File: src/rtl/cas_key_loader.sv
// Serial key loader: shifts an LSB-first key from NVM and commits it atomically.
// Optional parity check over the key is enabled by defining KEY_PARITY_EN.
module cas_key_loader #(
  parameter int KEY_W = 64,
  parameter int CNT_W = 7
) (
  input  logic             clk,
  input  logic             rst_n,
  input  logic             load_start,
  input  logic             load_abort,
  input  logic             key_bit,
  input  logic             key_bit_valid,
  output logic             key_bit_ready,
  output logic [KEY_W-1:0] keyinput,
  output logic             key_valid,
  output logic             busy,
  output logic             load_err
);

`ifdef KEY_PARITY_EN
  typedef enum logic [2:0] {
    IDLE, SHIFT, PARITY, COMMIT, LOCKED
  } state_t;
`else
  typedef enum logic [2:0] {
    IDLE, SHIFT, COMMIT, LOCKED
  } state_t;
`endif

  state_t           state_q, state_d;
  logic [CNT_W-1:0] cnt_q;
  logic [KEY_W-1:0] sreg_q;
  logic [KEY_W-1:0] key_q;
  logic             kv_q;
  logic             accept;
  logic             last;

  assign accept = key_bit_valid & key_bit_ready;
  assign last   = (cnt_q == CNT_W'(KEY_W - 1));

`ifdef KEY_PARITY_EN
  logic err_q;
  logic par_ok;
  assign par_ok = (key_bit == ^sreg_q);
  assign load_err = err_q;
  assign key_bit_ready =
    (state_q == SHIFT) | (state_q == PARITY);
  assign busy = key_bit_ready | (state_q == COMMIT);
`else
  assign load_err = 1'b0;
  assign key_bit_ready = (state_q == SHIFT);
  assign busy = key_bit_ready | (state_q == COMMIT);
`endif

  assign keyinput  = key_q;
  assign key_valid = kv_q;

  always_ff @(posedge clk or negedge rst_n) begin
    if (!rst_n) state_q <= IDLE;
    else        state_q <= state_d;
  end

  always_comb begin
    state_d = state_q;
    unique case (state_q)
      IDLE, LOCKED: begin
        if (load_start) state_d = SHIFT;
      end
      SHIFT: begin
        if (load_abort) begin
          state_d = IDLE;
        end else if (accept && last) begin
`ifdef KEY_PARITY_EN
          state_d = PARITY;
`else
          state_d = COMMIT;
`endif
        end
      end
`ifdef KEY_PARITY_EN
      PARITY: begin
        if (load_abort)  state_d = IDLE;
        else if (accept) state_d = par_ok ? COMMIT : IDLE;
      end
`endif
      COMMIT:  state_d = LOCKED;
      default: state_d = IDLE;
    endcase
  end

  always_ff @(posedge clk or negedge rst_n) begin
    if (!rst_n) begin
      cnt_q  <= '0;
      sreg_q <= '0;
      key_q  <= '0;
      kv_q   <= 1'b0;
    end else begin
      unique case (state_q)
        IDLE, LOCKED: begin
          if (load_start) begin
            cnt_q  <= '0;
            sreg_q <= '0;
            key_q  <= '0;
            kv_q   <= 1'b0;
          end
        end
        SHIFT: begin
          if (load_abort) begin
            cnt_q  <= '0;
            sreg_q <= '0;
          end else if (accept) begin
            sreg_q <= sreg_q | (KEY_W'(1) << cnt_q);
            if (!key_bit) sreg_q <= sreg_q;
            cnt_q  <= cnt_q + CNT_W'(1);
          end
        end
`ifdef KEY_PARITY_EN
        PARITY: begin
          if (load_abort || (accept && !par_ok)) begin
            cnt_q  <= '0;
            sreg_q <= '0;
          end
        end
`endif
        COMMIT: begin
          key_q <= sreg_q;
          kv_q  <= 1'b1;
        end
        default: ;
      endcase
    end
  end

`ifdef KEY_PARITY_EN
  // Error flag is sticky from a failed check until the next accepted start.
  always_ff @(posedge clk or negedge rst_n) begin
    if (!rst_n) begin
      err_q <= 1'b0;
    end else if ((state_q == IDLE || state_q == LOCKED)
                 && load_start) begin
      err_q <= 1'b0;
    end else if (state_q == PARITY && !load_abort
                 && accept && !par_ok) begin
      err_q <= 1'b1;
    end
  end
`endif

endmodule

File: config.mk
export PLATFORM = sky130hd
export DESIGN_NAME = cas_key_loader
export DESIGN_NICKNAME = d
export VERILOG_FILES = /design/src/rtl/cas_key_loader.sv
export SDC_FILE = /design/constraint.sdc
export NUM_CORES = 1
export LEC_CHECK = 0
export ABC_AREA = 1
export CAP_MARGIN = 20
export CORE_UTILIZATION = 62
export CTS_BUF_LIST = sky130_fd_sc_hd__clkbuf_2
export DETAILED_ROUTE_END_ITERATION = 8
export GPL_TIMING_DRIVEN = 0
export PLACE_DENSITY = 0.88
export RECOVER_POWER = 50
export SYNTH_ARGS = -nofsm -noshare
export SYNTH_HDL_FRONTEND = slang
export SYNTH_SLANG_ARGS = --single-unit
File: constraint.sdc
create_clock -name clk -period 2.6 [get_ports clk]
set_input_delay 0.78 -clock clk [delete_from_list [all_inputs] [get_ports clk]]
set_output_delay 0.78 -clock clk [all_outputs]
set_load 0.01 [all_outputs]
==> implementation parameters, run 1 <==
Parameter                              Value

CTS
  Clock Sink Count    138
  CTS H-tree depth    4
  Clock edge transition at the registers on the reported setup and hold paths    0.21 ns
  Cell at the root of the clock tree    clkbuf_2
  TritonCTS clock tree    built
  CTS Buf Count    17
  Worst-skew pair later-pin latency    0.69 ns
  Clock buffer depth    2

STA
  Final hold violations    0
  Clock period minus worst slack    2.49 ns
  Worst clock skew    0.0227 ns
  Peak Freq    402 MHz
  Number of slew-limit violations in the final report    65
  Remaining max-slew budget at the tightest pin    -9.13%
  Transition time of the tightest slew-check pin    1.64 ns
  Setup repair after global routing missed its margin    false
  Final setup violation count    0
  Share of the cycle needed by the critical path after routing    95.7%

Global routing
  Grt met3 use    4.94%
  Busiest metal layer after global routing    met2
  Wire length of the first global-routing pass    23,600 um
  GRT Total Usage    31.1%
  Number of antenna violations at the first check in global routing    0
  Vias in the first global route    4,816
  M2 GR Usage    48.8%
  Remaining Overflow, GRT    0
  GR Util met1    44.0%
  Largest net degree at the start of global routing    75

Power and ir drop
  Sequential cell fraction of total power    38.7%
  Leakage Power    3.11 nW
  Pwr dens    825 nW/um2
  Power consumption    5.88 mW
  Internal power consumption    3.48 mW
  Combinational Power Share    36.4%
  Switching power summed over all nets    2.40 mW
  Max rail drop VDD    735 uV
  Switching share of power    40.8%
  Fraction of power consumed by the clock network    24.9%

Worst setup path
  Cell-by-cell listing of the critical path    buf_4, ha_2, clkdlybuf4s15_1
  Flop-to-flop setup slack    0.19 ns
  Data arrival at the endpoint of the critical path    1.71 ns
  Number of cells traversed by the worst register-to-register path    7
  Classification of the worst setup path    reg2out
  Startpoint of the worst setup timing path    state_q[0]
  Library cell contributing the largest single delay on the critical path    dfrtp_1
  Capture point of the worst reg-to-reg path    sreg_q[43]
  CP required    1.82 ns
  Reg2reg start    state_q[0]
  Max Fanout on Critical Path    6
  Stage delay of the slowest cell on the critical path    0.44 ns
  Crit. End Element    output port
  Crit path launch type    flop

Floorplan
  Row Count    35
  Starting Density    64.2%
  Core Footprint    9280 um2
  Boundary Pins    74
  Width of the die    100 um
  Y dimension of the die    100 um
  Die outline area    10,000 um2

Placement
  Final RePlAce weighted congestion    0.867
  Sum of net half-perimeters after detailed placement    9990 um
  Buffers added on ports    72
  Number of placed cells counting well taps    880

Synth
  Dominant cell by count in the synthesized netlist    inv_1
  Synthesized netlist net count    692
  Count of flip-flops with a built-in enable after synthesis    0
  Share of synthesized area occupied by flip-flops and latches    57.9%
  Post-synth top area share    57.9%
  Share of async-settable or async-resettable flops after synthesis    100%
  Number of distinct library cells after synthesis    25
  Area of the mapped netlist    5960 um2
  Flip-flop and latch count after synthesis    138
  Area contributors post-synth    dfrtp_1 58%, inv_1 9.4%, o22ai_1 6.8%
  Warnings, synthesis    0
  Instance count of the mapped netlist    678
  Leading post-synthesis cells by instance count    149 x inv_1, 138 x dfrtp_1, 98 x nand2_1
  Mean Syn Cell Area    8.79 um2
  Dominant register cell in the synthesized netlist    dfrtp_1
  Most area-hungry cell type in the Yosys netlist    dfrtp_1

Hold path
  Worst Hold Class    in2async

Finish
  Number of antenna diodes    0
  Final standard cell count with taps included and fillers excluded    913
  Total Nets Final    786
  Layout area overhead    19.7%
  Final core occ    76.8%
  Share of post-route cells with drive strength above 1    8.55%

Detailed routing
  Vias per std cell    5.34
  Number of nets still failing antenna checks after routing    0
  DR WL/cell    15.6 um
  Starting DRT DRC Count    381
  Number of detailed-route iterations in the first pass    8
  Via count of the routed design    4,871
  Total length of routed wires    14,200 um
  Total DRC errors in the routed layout    0

Outcome
  Failing checks    max-capacitance violations, max-slew violations
  Result of the run    complete, but fails checks

Run
  Max-Cap Viols    1
## logic make-up after synthesis
group                    Yosys count  synth area share, %
AND/OR/NAND/NOR                  207                 14.4
buffers and inverters            187                 13.0
flip-flops                       138                 57.9
AO/OA/AOI/OAI                    137                 12.9
adder cells (fa/ha/maj)            8                 1.68
other                              1               0.0629
## state kept, by name (all words and copies together), names as in the netlist
name       count
sreg_q        64
key_valid      1
keyinput      64
cnt_q          7
state_q        2
## worst max path at each step
stage,endpoint,depth (start not counted)
finish,key_bit_ready,3
floorplan,sreg_q[11],6
global placement,keyinput[28],1
detailed placement,keyinput[61],5
global route,key_bit_ready,3
CTS,busy,4
## per-layer routing
| layer | wire [um] | vias to the layer above |
|---|---|---|
| li1 | - | 2310 |
| met4 | 295 | 0 |
| met1 | 6360 | 2339 |
| met2 | 6840 | 189 |
| met5 | 0 | - |
| met3 | 752 | 33 |
## power by group through the flow
stage	clock network [mW]	registers (mW)	logic [mW]
floorplan	0	2.32	1.49
global placement	0	2.32	2.11
detailed placement	0	2.32	2.17
CTS	1.47	2.28	2.18
global route	1.57	2.29	2.32
finish	1.46	2.28	2.14
## repair_timing
| item | in CTS | in global routing |
|---|---|---|
| hold buffers | 0 | 0 |
| resized for setup | 4 | 2 |
| setup buffers | 1 | 1 |
| setup endpoints to repair | 2 | 2 |
## metrics by stage
stage	cell area (um2)	setup TNS (ns)	hold WS (ns)	worst slack (ns)
floorplan	5960	0	0.481	0.845
global placement	6840	-584.90	0.489	-4.25
detailed placement	6870	-0.0951	0.507	-0.0250
CTS	7160	0	0.0385	0.0120
global route	7130	0	0.541	0.00905
finish	7130	0	0.473	0.113
## cell type report
cell class | instances | area [um2]
Buffer | 36 | 190
Clock buffer | 18 | 90.1
Clock inverter | 13 | 194
Fill cell | 682 | 2150
Inverter | 151 | 567
Multi-Input combinational cell | 353 | 1720
Sequential cell | 138 | 3450
Tap cell | 129 | 161
Timing Repair Buffer | 75 | 753
## placed cells by master, fill, tap and decap left out, types with 20 or more instances in the layout
cell | Yosys | routed
inv_1 | 149 | 149
dfrtp_1 | 138 | 138
nand2_1 | 98 | 99
nor2_1 | 69 | 70
clkdlybuf4s50_1 | 0 | 69
a21oi_1 | 66 | 66
o22ai_1 | 65 | 65
clkbuf_2 | 0 | 23
nand3_1 | 21 | 21
buf_2 | 20 | 20
## critical path, delay by kind of cell (launching register included)
kind	cells	cell delay, ns
DFF	1	0.44
buffers and inverters	2	0.38
adders and majority gates	1	0.21
(Power assumes the default switching activity.)
==> inputs of run 2 (changes only) <==
--- a/config.mk
+++ b/config.mk
@@ -7,6 +7,7 @@
 export LEC_CHECK = 0
 export ABC_AREA = 1
 export CAP_MARGIN = 20
+export CORE_ASPECT_RATIO = 0.7
 export CORE_UTILIZATION = 62
 export CTS_BUF_LIST = sky130_fd_sc_hd__clkbuf_2
 export DETAILED_ROUTE_END_ITERATION = 8
==> run 2 against run 1 <==
The flow still finishes with violations (max-capacitance violations, max-slew violations); clock skew up 0.0016 ns; power about the same; sequential share of layout area up 0.051 points; worst hold slack better by 0.063 ns; via count up 2.5%; register-to-register slack worse by 0.12 ns; non-clock buffer count unchanged; worst setup slack worse by 0.040 ns; utilization up 0.79 points; critical path type unchanged; largest cell class unchanged.
==> implementation parameters, run 2 (synthesis gave the netlist of run 1 again) <==
Parameter                              Value

Detailed routing
  Starting DRT DRC Count    394
  Via count of the routed design    4,995
  Number of detailed-route iterations in the first pass    6
  DR WL/cell    16.2 um
  Total DRC errors in the routed layout    0
  Total length of routed wires    14,700 um
  Number of nets still failing antenna checks after routing    0
  Vias per std cell    5.50

CTS
  Clock edge transition at the registers on the reported setup and hold paths    0.21 ns
  Cell at the root of the clock tree    clkbuf_2
  CTS Buf Count    17
  Clock Sink Count    138
  TritonCTS clock tree    built
  Clock buffer depth    2
  CTS H-tree depth    4
  Worst-skew pair later-pin latency    0.73 ns

Power and ir drop
  Combinational Power Share    38.0%
  Power consumption    5.87 mW
  Pwr dens    825 nW/um2
  Leakage Power    3.12 nW
  Switching share of power    41.6%
  Internal power consumption    3.43 mW
  Max rail drop VDD    584 uV
  Sequential cell fraction of total power    38.8%
  Fraction of power consumed by the clock network    23.2%
  Switching power summed over all nets    2.44 mW

Global routing
  Remaining Overflow, GRT    0
  GRT Total Usage    32.3%
  Vias in the first global route    5,020
  Wire length of the first global-routing pass    24,500 um
  Number of antenna violations at the first check in global routing    0
  Largest net degree at the start of global routing    78

STA
  Share of the cycle needed by the critical path after routing    97.2%
  Transition time of the tightest slew-check pin    1.59 ns
  Final TNS setup    0 ns
  Peak Freq    396 MHz
  Number of slew-limit violations in the final report    62
  Final setup violation count    0
  Setup repair after global routing missed its margin    false
  Final setup margin    0.0731 ns
  Remaining max-slew budget at the tightest pin    -6.21%
  Worst clock skew    0.0243 ns
  Clock period minus worst slack    2.53 ns
  Final hold violations    0

Placement
  Sum of net half-perimeters after detailed placement    10,300 um
  Buffers added on ports    72
  Worst slack, placed    -0.0361 ns
  Final RePlAce weighted congestion    0.895
  Number of placed cells counting well taps    875

Worst setup path
  Classification of the worst setup path    reg2out
  Crit. End Element    output port
  Crit path launch type    flop
  Max Fanout on Critical Path    6
  CP required    1.82 ns
  Data arrival at the endpoint of the critical path    1.75 ns

Hold path
  Worst Hold Class    reg2reg

Floorplan
  Die outline area    10,000 um2
  Boundary Pins    74
  Core Footprint    9180 um2
  Y dimension of the die    84.0 um
  Width of the die    119 um
  Row Count    29
  Starting Density    64.9%

Finish
  Number of filler instances in the final layout    635
  Most common cell after layout, fill and taps aside    inv_1
  Number of antenna diodes    0
  Final standard cell count with taps included and fillers excluded    909
  Most used cells in the layout excluding fill and tap cells    149 x inv_1, 138 x dfrtp_1, 99 x nand2_1
  Final core occ    77.6%
  Total Nets Final    786
  Share of post-route cells with drive strength above 1    8.54%
  Layout area overhead    19.5%

Outcome
  Result of the run    complete, but fails checks
  Failing checks    max-capacitance violations, max-slew violations

Run
  Max-Cap Viols    1
-- run 2: cell type report --
class	instances	area (um2)	area share, %
Sequential cell	138	3450	48.5
Multi-Input combinational cell	353	1720	24.2
Timing Repair Buffer	75	756	10.6
Inverter	151	567	7.96
Buffer	36	209	2.93
Clock inverter	14	171	2.41
Tap cell	124	155	2.18
Clock buffer	18	90.1	1.26
-- run 2: worst max-delay path, stage by stage, from the launching register on --
cell and delay, ns:
dfrtp_1 0.43, buf_4 0.14, ha_2 0.21, clkdlybuf4s15_1 0.25
-- run 2: per-stage QoR --
stage	hold slack [ns]	area, um2
floorplan	0.481	5960
global placement	0.481	6840
detailed placement	0.492	6860
CTS	0.532	7140
global route	0.549	7120
finish	0.536	7120
-- run 2: timing repair --
| action | CTS | global route |
|---|---|---|
| endpoints found under the hold margin | 19 | 0 |
| resized for setup | 7 | 0 |
| setup buffers | 1 | 0 |
| hold buffers | 1 | 0 |
| setup endpoints to repair | 2 | 0 |
-- run 2: power by group through the flow --
stage	Sequential (mW)	Clock [mW]	Combinational, mW
after floorplan	2.32	0	1.49
after global placement	2.31	0	2.12
after detailed placement	2.32	0	2.20
after CTS	2.28	1.37	2.20
after global routing	2.29	1.46	2.39
final	2.28	1.36	2.23
-- run 2: metal layers --
layer	GRT usage [%]	wire length, um	vias to the layer above
met1	43.7	6250	2387
li1	-	-	2318
met4	12.3	361	0
met3	7.92	1200	35
met2	51.1	6940	255
met5	0	0	-
-- run 2: worst paths after layout --
kind | startpoint | to | slack, ns | cells past startpoint
worst max-delay path | state_q[0] | key_bit_ready | 0.07 | 3
worst min-delay path | sreg_q[0] | sreg_q[0] | 0.54 | 2
worst max register to register | state_q[0] | sreg_q[54] | 0.07 | 7
worst min register to register | sreg_q[0] | sreg_q[0] | 0.54 | 2
max in group asynchronous | rst_n | sreg_q[53] | 0.59 | 3
min in group asynchronous | rst_n | sreg_q[8] | 0.96 | 2
